`config.mk`:
```
export PLATFORM = sky130hd
export DESIGN_NAME = bk_bus_initiator_flat
export DESIGN_NICKNAME = d
export VERILOG_FILES = /design/src/rtl/bk_bus_pkg.sv /design/src/rtl/bk_bus_initiator_if.sv /design/src/rtl/bk_bus_watchdog.sv /design/src/rtl/bk_bus_initiator.sv /design/src/flat_wrapper.sv
export SDC_FILE = /design/constraint.sdc
export NUM_CORES = 1
export LEC_CHECK = 0
export CORE_ASPECT_RATIO = 1.75
export CORE_UTILIZATION = 46
export CTS_CLUSTER_DIAMETER = 100
export DETAILED_ROUTE_END_ITERATION = 10
export PLACE_DENSITY = 0.81
export SYNTH_ARGS = -nofsm -noshare
export SYNTH_HDL_FRONTEND = slang
export SYNTH_SLANG_ARGS = --single-unit
```
`constraint.sdc`:
```
create_clock -name clk -period 3.92 [get_ports clk]
set_input_delay 0.588 -clock clk [delete_from_list [all_inputs] [get_ports clk]]
set_output_delay 0.588 -clock clk [all_outputs]
set_load 0.05 [all_outputs]
```
`src/rtl/bk_bus_pkg.sv`:
```
// Shared BK system-bus definitions: FSM states, bus widths and the odd-byte
// write-lane replication used by both the initiator and the bkcore write path.
package bk_bus_pkg;

  localparam int BUS_AW = 16;
  localparam int BUS_DW = 16;

  typedef enum logic [2:0] {
    ST_IDLE,
    ST_SETUP,
    ST_ASSERT,
    ST_RELEASE,
    ST_FAULT
  } bus_state_e;

  // An odd-address byte write lands on the high lane, so the low byte is mirrored there.
  function automatic logic [BUS_DW-1:0] bus_lane_data(
    input logic              byte_op,
    input logic              odd_addr,
    input logic [BUS_DW-1:0] wdata
  );
    return (byte_op && odd_addr) ? {wdata[7:0], wdata[7:0]} : wdata;
  endfunction

endpackage

```
`src/rtl/bk_bus_initiator_if.sv`:
```
// BK system-bus signal bundle: the master drives SYNC/DIN/DOUT/WTBT/ADDR/DATA,
// the addressed responder returns RPLY and read data.
interface bk_bus_initiator_if;
  import bk_bus_pkg::*;

  logic              SYNC_o;
  logic              DIN_o;
  logic              DOUT_o;
  logic              WTBT_o;
  logic [BUS_AW-1:0] ADDR_o;
  logic [BUS_DW-1:0] DATA_o;
  logic              RPLY_i;
  logic [BUS_DW-1:0] DATA_i;

  modport master (
    output SYNC_o, DIN_o, DOUT_o, WTBT_o, ADDR_o, DATA_o,
    input  RPLY_i, DATA_i
  );

  modport slave (
    input  SYNC_o, DIN_o, DOUT_o, WTBT_o, ADDR_o, DATA_o,
    output RPLY_i, DATA_i
  );

endinterface

```
`src/rtl/bk_bus_watchdog.sv`:
```
// Reply watchdog for the BK bus initiator; only present when BK_BUS_TIMEOUT_EN
// is defined. Fires on the ce-cycle that completes TIMEOUT cycles of waiting.
`ifdef BK_BUS_TIMEOUT_EN
module bk_bus_watchdog #(
  parameter int TIMEOUT = 64
) (
  input  logic clk,
  input  logic p_reset,
  input  logic ce,
  input  logic clear_i,
  input  logic run_i,
  output logic expired_o
);

  localparam int CW = $clog2(TIMEOUT + 1);

  logic [CW-1:0] cnt_q;
  logic [CW-1:0] cnt_d;

  // Saturating count of ce-cycles spent waiting; clear wins so each state starts fresh.
  always_comb begin
    cnt_d = cnt_q;
    if (ce) begin
      if (clear_i) begin
        cnt_d = '0;
      end else if (run_i && (cnt_q != CW'(TIMEOUT))) begin
        cnt_d = cnt_q + CW'(1);
      end
    end
  end

  assign expired_o = ce && run_i && (cnt_q == CW'(TIMEOUT - 1));

  always_ff @(posedge clk or posedge p_reset) begin
    if (p_reset) begin
      cnt_q <= '0;
    end else begin
      cnt_q <= cnt_d;
    end
  end

endmodule
`endif

```
`src/rtl/bk_bus_initiator.sv`:
```
// BK system-bus master: turns one local request into a SYNC/DIN/DOUT cycle and waits for RPLY.
// Optional reply timeout (bus error) is built when BK_BUS_TIMEOUT_EN is defined.
module bk_bus_initiator
  import bk_bus_pkg::*;
#(
  parameter int SETUP_CYCLES = 1,
  parameter int TIMEOUT      = 64
) (
  input  logic              clk,
  input  logic              p_reset,
  input  logic              ce,
  input  logic              req_i,
  input  logic              we_i,
  input  logic              byte_i,
  input  logic [BUS_AW-1:0] addr_i,
  input  logic [BUS_DW-1:0] wdata_i,
  output logic              busy_o,
  output logic              ack_o,
  output logic              err_o,
  output logic [BUS_DW-1:0] rdata_o,
  bk_bus_initiator_if.master bus
);

  localparam int SCW = (SETUP_CYCLES > 1) ? $clog2(SETUP_CYCLES) : 1;
  localparam logic [SCW-1:0] SETUP_LAST = SCW'(SETUP_CYCLES - 1);

  if (SETUP_CYCLES < 1) begin : g_bad_setup
    $error("bk_bus_initiator: SETUP_CYCLES must be at least 1");
  end
  if (TIMEOUT < 1) begin : g_bad_timeout
    $error("bk_bus_initiator: TIMEOUT must be at least 1");
  end

  bus_state_e        state_q, state_d;
  logic [SCW-1:0]    setup_cnt_q, setup_cnt_d;
  logic              we_q, we_d;
  logic              sync_q, sync_d;
  logic              din_q, din_d;
  logic              dout_q, dout_d;
  logic              wtbt_q, wtbt_d;
  logic [BUS_AW-1:0] addr_q, addr_d;
  logic [BUS_DW-1:0] data_q, data_d;
  logic [BUS_DW-1:0] rdata_q, rdata_d;
  logic              ack_q, ack_d;
  logic              timeout_expired;

  // Everything holds while ce=0; a stale RPLY from a previous cycle blocks a new start.
  always_comb begin
    state_d     = state_q;
    setup_cnt_d = setup_cnt_q;
    we_d        = we_q;
    sync_d      = sync_q;
    din_d       = din_q;
    dout_d      = dout_q;
    wtbt_d      = wtbt_q;
    addr_d      = addr_q;
    data_d      = data_q;
    rdata_d     = rdata_q;
    ack_d       = ack_q;

    if (ce) begin
      ack_d = 1'b0;
      unique case (state_q)
        ST_IDLE: begin
          if (req_i && !bus.RPLY_i) begin
            if (!byte_i && addr_i[0]) begin
              state_d = ST_FAULT;
            end else begin
              state_d     = ST_SETUP;
              setup_cnt_d = '0;
              we_d        = we_i;
              wtbt_d      = byte_i;
              addr_d      = addr_i;
              data_d      = we_i ? bus_lane_data(byte_i, addr_i[0], wdata_i) : '0;
            end
          end
        end

        ST_SETUP: begin
          if (setup_cnt_q == SETUP_LAST) begin
            state_d = ST_ASSERT;
            sync_d  = 1'b1;
            dout_d  = we_q;
            din_d   = !we_q;
          end else begin
            setup_cnt_d = setup_cnt_q + SCW'(1);
          end
        end

        ST_ASSERT: begin
          if (bus.RPLY_i) begin
            if (!we_q) begin
              rdata_d = bus.DATA_i;
            end
            sync_d  = 1'b0;
            din_d   = 1'b0;
            dout_d  = 1'b0;
            state_d = ST_RELEASE;
          end else if (timeout_expired) begin
            sync_d  = 1'b0;
            din_d   = 1'b0;
            dout_d  = 1'b0;
            wtbt_d  = 1'b0;
            addr_d  = '0;
            data_d  = '0;
            state_d = ST_FAULT;
          end
        end

        ST_RELEASE: begin
          if (!bus.RPLY_i) begin
            ack_d   = 1'b1;
            wtbt_d  = 1'b0;
            addr_d  = '0;
            data_d  = '0;
            state_d = ST_IDLE;
          end else if (timeout_expired) begin
            wtbt_d  = 1'b0;
            addr_d  = '0;
            data_d  = '0;
            state_d = ST_FAULT;
          end
        end

        ST_FAULT: begin
          state_d = ST_IDLE;
        end

        default: begin
          state_d = ST_IDLE;
        end
      endcase
    end
  end

  always_ff @(posedge clk or posedge p_reset) begin
    if (p_reset) begin
      state_q     <= ST_IDLE;
      setup_cnt_q <= '0;
      we_q        <= 1'b0;
      sync_q      <= 1'b0;
      din_q       <= 1'b0;
      dout_q      <= 1'b0;
      wtbt_q      <= 1'b0;
      addr_q      <= '0;
      data_q      <= '0;
      rdata_q     <= '0;
      ack_q       <= 1'b0;
    end else begin
      state_q     <= state_d;
      setup_cnt_q <= setup_cnt_d;
      we_q        <= we_d;
      sync_q      <= sync_d;
      din_q       <= din_d;
      dout_q      <= dout_d;
      wtbt_q      <= wtbt_d;
      addr_q      <= addr_d;
      data_q      <= data_d;
      rdata_q     <= rdata_d;
      ack_q       <= ack_d;
    end
  end

`ifdef BK_BUS_TIMEOUT_EN
  logic wd_clear;
  logic wd_run;

  // Restart the count on every state change so ASSERT and RELEASE are timed separately.
  assign wd_clear = ce && (state_d != state_q);
  assign wd_run   = (state_q == ST_ASSERT) || (state_q == ST_RELEASE);

  bk_bus_watchdog #(
    .TIMEOUT (TIMEOUT)
  ) u_watchdog (
    .clk       (clk),
    .p_reset   (p_reset),
    .ce        (ce),
    .clear_i   (wd_clear),
    .run_i     (wd_run),
    .expired_o (timeout_expired)
  );
`else
  assign timeout_expired = 1'b0;
`endif

  assign busy_o     = (state_q != ST_IDLE);
  assign err_o      = (state_q == ST_FAULT);
  assign ack_o      = ack_q;
  assign rdata_o    = rdata_q;

  assign bus.SYNC_o = sync_q;
  assign bus.DIN_o  = din_q;
  assign bus.DOUT_o = dout_q;
  assign bus.WTBT_o = wtbt_q;
  assign bus.ADDR_o = addr_q;
  assign bus.DATA_o = data_q;

endmodule

```
`src/flat_wrapper.sv`:
```
// flat-port wrapper written by rule: the top's interface ports become plain ports
module bk_bus_initiator_flat import bk_bus_pkg::*;
#(
  parameter int SETUP_CYCLES = 1,
  parameter int TIMEOUT      = 64
)
  (clk, p_reset, ce, req_i, we_i, byte_i, addr_i, wdata_i, busy_o, ack_o, err_o, rdata_o, bus_SYNC_o, bus_DIN_o, bus_DOUT_o, bus_WTBT_o, bus_ADDR_o, bus_DATA_o, bus_RPLY_i, bus_DATA_i);
  bk_bus_initiator_if bus_i ();
  input  logic clk;
  input  logic p_reset;
  input  logic ce;
  input  logic req_i;
  input  logic we_i;
  input  logic byte_i;
  input  logic [BUS_AW-1:0] addr_i;
  input  logic [BUS_DW-1:0] wdata_i;
  output logic busy_o;
  output logic ack_o;
  output logic err_o;
  output logic [BUS_DW-1:0] rdata_o;
  output wire logic [$bits(bus_i.SYNC_o)-1:0] bus_SYNC_o;
  output wire logic [$bits(bus_i.DIN_o)-1:0] bus_DIN_o;
  output wire logic [$bits(bus_i.DOUT_o)-1:0] bus_DOUT_o;
  output wire logic [$bits(bus_i.WTBT_o)-1:0] bus_WTBT_o;
  output wire logic [$bits(bus_i.ADDR_o)-1:0] bus_ADDR_o;
  output wire logic [$bits(bus_i.DATA_o)-1:0] bus_DATA_o;
  input wire logic [$bits(bus_i.RPLY_i)-1:0] bus_RPLY_i;
  input wire logic [$bits(bus_i.DATA_i)-1:0] bus_DATA_i;
  assign bus_SYNC_o = bus_i.SYNC_o;
  assign bus_DIN_o = bus_i.DIN_o;
  assign bus_DOUT_o = bus_i.DOUT_o;
  assign bus_WTBT_o = bus_i.WTBT_o;
  assign bus_ADDR_o = bus_i.ADDR_o;
  assign bus_DATA_o = bus_i.DATA_o;
  assign bus_i.RPLY_i = bus_RPLY_i;
  assign bus_i.DATA_i = bus_DATA_i;
  bk_bus_initiator #(.SETUP_CYCLES(SETUP_CYCLES), .TIMEOUT(TIMEOUT)) u_core (.clk(clk), .p_reset(p_reset), .ce(ce), .req_i(req_i), .we_i(we_i), .byte_i(byte_i), .addr_i(addr_i), .wdata_i(wdata_i), .busy_o(busy_o), .ack_o(ack_o), .err_o(err_o), .rdata_o(rdata_o), .bus(bus_i));
endmodule
```
==> flow_summary.json <==
{
  "status": "finished clean",
  "cts_resized": 0,
  "skew_ns": 0.00990,
  "slowest_stage": "a2111oi_4",
  "p_int_mw": 1.94,
  "critPathLaunchType": "input pin",
  "synth_area_um2": 2680,
  "max_freq_ghz": 0.362,
  "synth-seq-cells": 57,
  "seq_power_share": 0.281,
  "drt-met1-wl_mm": 2.45,
  "ctsHoldBuffers": 0,
  "crit_path_end_kind": "flip-flop",
  "multi_input_comb_area_um2": 1080,
  "io_buffers": 109,
  "clkPwrFrac": 0.147,
  "place_hpwl_mm": 4.70,
  "hold_violations": 0,
  "die_x_um": 59.7,
  "worstPathCellList": "clkdlybuf4s50_1, or3b_1, a2111oi_4, buf_4, mux2i_1",
  "ys_seq_area_frac": 0.532,
  "insertion_delay_ns": 0.32,
  "power.density_nw_per_um2": 914,
  "layout_common_cells": "clkdlybuf4s50_1 (109), dfrtp_1 (57), inv_1 (27), mux2i_1 (26), mux2_2 (22)",
  "slew_viol_final": 0,
  "synth-edff-count": 0,
  "grt_start_max_net_pins": 38,
  "nFillCells": 439,
  "drc_errors": 0,
  "finalSetupViolCount": 0,
  "clock-root-buffer": "clkbuf_8",
  "critical_path.max_fanout": 25,
  "rrSetupSlack_ns": 1.38,
  "synth_fp_nets": 288,
  "die_area_um2": 6140,
  "coreArea_um2": 5590,
  "antenna_cells": 0,
  "num_vias": 2133,
  "final-seq-area_um2": 1430,
  "clkTransAtPathRegs_ns": 0.06,
  "cpPeakStageDelay_ns": 0.73,
  "via_per_inst": 5.02,
  "drive_gt1_frac": 0.126,
  "ys_async_sr_fraction": 1.00,
  "met2_length_mm": 3.60,
  "muxShareOfSynthArea": 0.211,
  "peakVddDrop_mv": 0.462,
  "dr.max_layer_used": "met4",
  "wl_per_cell_um": 14.9,
  "routabilityCongestion": 0.793,
  "maxCapViolCount": 0,
  "cts_tree": "done",
  "dr_wl_met3_um": 230,
  "cts_buffer_depth": 2,
  "final_common_cell": "clkdlybuf4s50_1",
  "cts_setup_buffers": 0,
  "finalSetupTns_ns": 0,
  "rsz0062_at_grt": "no",
  "hold_class": "reg2reg",
  "cp.required_ns": 4.15,
  "synth_top_family_by_area": "multiplexers",
  "num_rows": 36,
  "worst_ep_arrival_time_ns": 2.99,
  "ioPinCount": 110,
  "tightest_slew_ns": 0.776,
  "synthXorXnorAreaFrac": 0,
  "syn_to_final_growth_pct": 50.6,
  "yosys.area_share.adder": 0,
  "gr-total-overflow": 0,
  "p_leak_nw": 1.77,
  "synth-simple-area-share": 0.117,
  "final.period_utilization": 0.704,
  "p_switching_mw": 1.75,
  "synthFlopType": "dfrtp_1",
  "critPathKind": "in2reg",
  "comb_power_share": 0.572,
  "track_usage": 0.221,
  "cts.sinks": 57,
  "start_util": 0.480,
  "fin_crit_ns": 2.76,
  "die_h_um": 103,
  "dr.first_iter.drc_count": 85,
  "first_pass_iters": 4,
  "grt_pass1_wl_mm": 10.2,
  "netSwitchingFraction": 0.474,
  "synth_cell_types": 30,
  "relSlewSlack": 0.482,
  "postRouteAntennaNets": 0,
  "antenna_found_initial": 0,
  "synth_compound_area_frac": 0.0771,
  "synth_cells": 233,
  "ys_warn_count": 0,
  "grt_pass1_vias": 2149,
  "final_net_count": 400,
  "fin_util": 0.722,
  "postSynthAreaPerCell_um2": 11.5,
  "htree_levels": 3,
  "routed_wl_mm": 6.35,
  "cts_inserted_buffers": 9
}
worst paths after layout:
check                                               from                                 to  cells past startpoint
max                                                req_i   u_core.bus.ADDR_o[2]$_DFFE_PP0P_                      5
min                             u_core.ack_o$_DFFE_PP0P_           u_core.ack_o$_DFFE_PP0P_                      2
max reg2reg                u_core.state_q[1]$_DFFE_PP0P_   u_core.bus.ADDR_o[2]$_DFFE_PP0P_                      4
min reg2reg                     u_core.ack_o$_DFFE_PP0P_           u_core.ack_o$_DFFE_PP0P_                      2
max in group asynchronous                        p_reset  u_core.bus.DATA_o[15]$_DFFE_PP0P_                      3
min in group asynchronous                        p_reset      u_core.rdata_o[3]$_DFFE_PP0P_                      2
per-layer routing:
| metal | vias to the layer above | GRT usage |
|---|---|---|
| met5 | - | 0 |
| met1 | 1041 | 0.273 |
| li1 | 1022 | - |
| met4 | 0 | 0.0841 |
| met3 | 4 | 0.0251 |
| met2 | 66 | 0.386 |
power groups by stage:
stage | clock network, mW | registers [mW] | logic, mW
2_1_floorplan | 0 | 1.94 | 0.502
3_3_place_gp | 0 | 1.03 | 2.09
3_5_place_dp | 0 | 1.05 | 2.12
4_1_cts | 0.554 | 1.04 | 2.13
5_1_grt | 0.581 | 1.08 | 2.22
6_report | 0.542 | 1.04 | 2.11
critical path: cells and delay by family:
family                 cells  cell delay (ns)
muxes                      1             0.24
and+or+nand+nor            1             0.40
AOI/OAI and AO/OA          1             0.73
buffers and inverters      2             1.01
area by class of cell:
cell class                 count  share of cell area
sequential                    57               0.354
timing repair buffer         114               0.280
multi-input combinational    135               0.269
clock buffer                  12              0.0385
inverter                      28              0.0261
tap                           76              0.0236
clock inverter                 3             0.00993
Yosys cell counts (2+ instances only):
| library cell | n | area share |
|---|---|---|
| clkbuf_1 | 9 | 0.013 |
| nor2_1 | 2 | 0.0028 |
| dfrtp_1 | 57 | 0.53 |
| nand3b_1 | 2 | 0.0056 |
| nor3b_1 | 3 | 0.0084 |
| buf_4 | 4 | 0.011 |
| mux2_1 | 5 | 0.021 |
| a21oi_1 | 4 | 0.0075 |
| nand2_1 | 21 | 0.029 |
| inv_1 | 28 | 0.039 |
| a21boi_0 | 8 | 0.022 |
| o211ai_1 | 8 | 0.022 |
| mux2_2 | 22 | 0.092 |
| and3_1 | 16 | 0.037 |
| mux2i_1 | 26 | 0.097 |
| or3b_1 | 2 | 0.0065 |
| nand2b_1 | 3 | 0.0070 |
state kept, by name (all words and copies together), names as in the netlist:
signal,flops
u_core.ack_o,1
u_core.bus.DATA_o,16
u_core.bus.WTBT_o,1
u_core.bus.DIN_o,1
u_core.state_q,3
u_core.we_q,1
u_core.bus.DOUT_o,1
u_core.bus.ADDR_o,16
u_core.bus.SYNC_o,1
u_core.rdata_o,16
logic make-up after synthesis:
group,count (synthesis)
flops,57
buf+inv,41
simple gates,56
mux,53
compound gates,26
through the flow:
step	instances	total power, mW	hold WS [ns]	setup WS [ns]	instance area [um2]
2_1_floorplan	233	2.44	0.545	1.77	2680
5_1_grt	425	3.88	0.516	1.04	4030
6_report	425	3.69	0.496	1.16	4030
4_1_cts	425	3.72	0.496	1.16	4030
3_3_place_gp	410	3.13	0.467	0.906	3840
3_5_place_dp	410	3.17	0.481	0.827	3840
(Power assumes the default switching activity.)
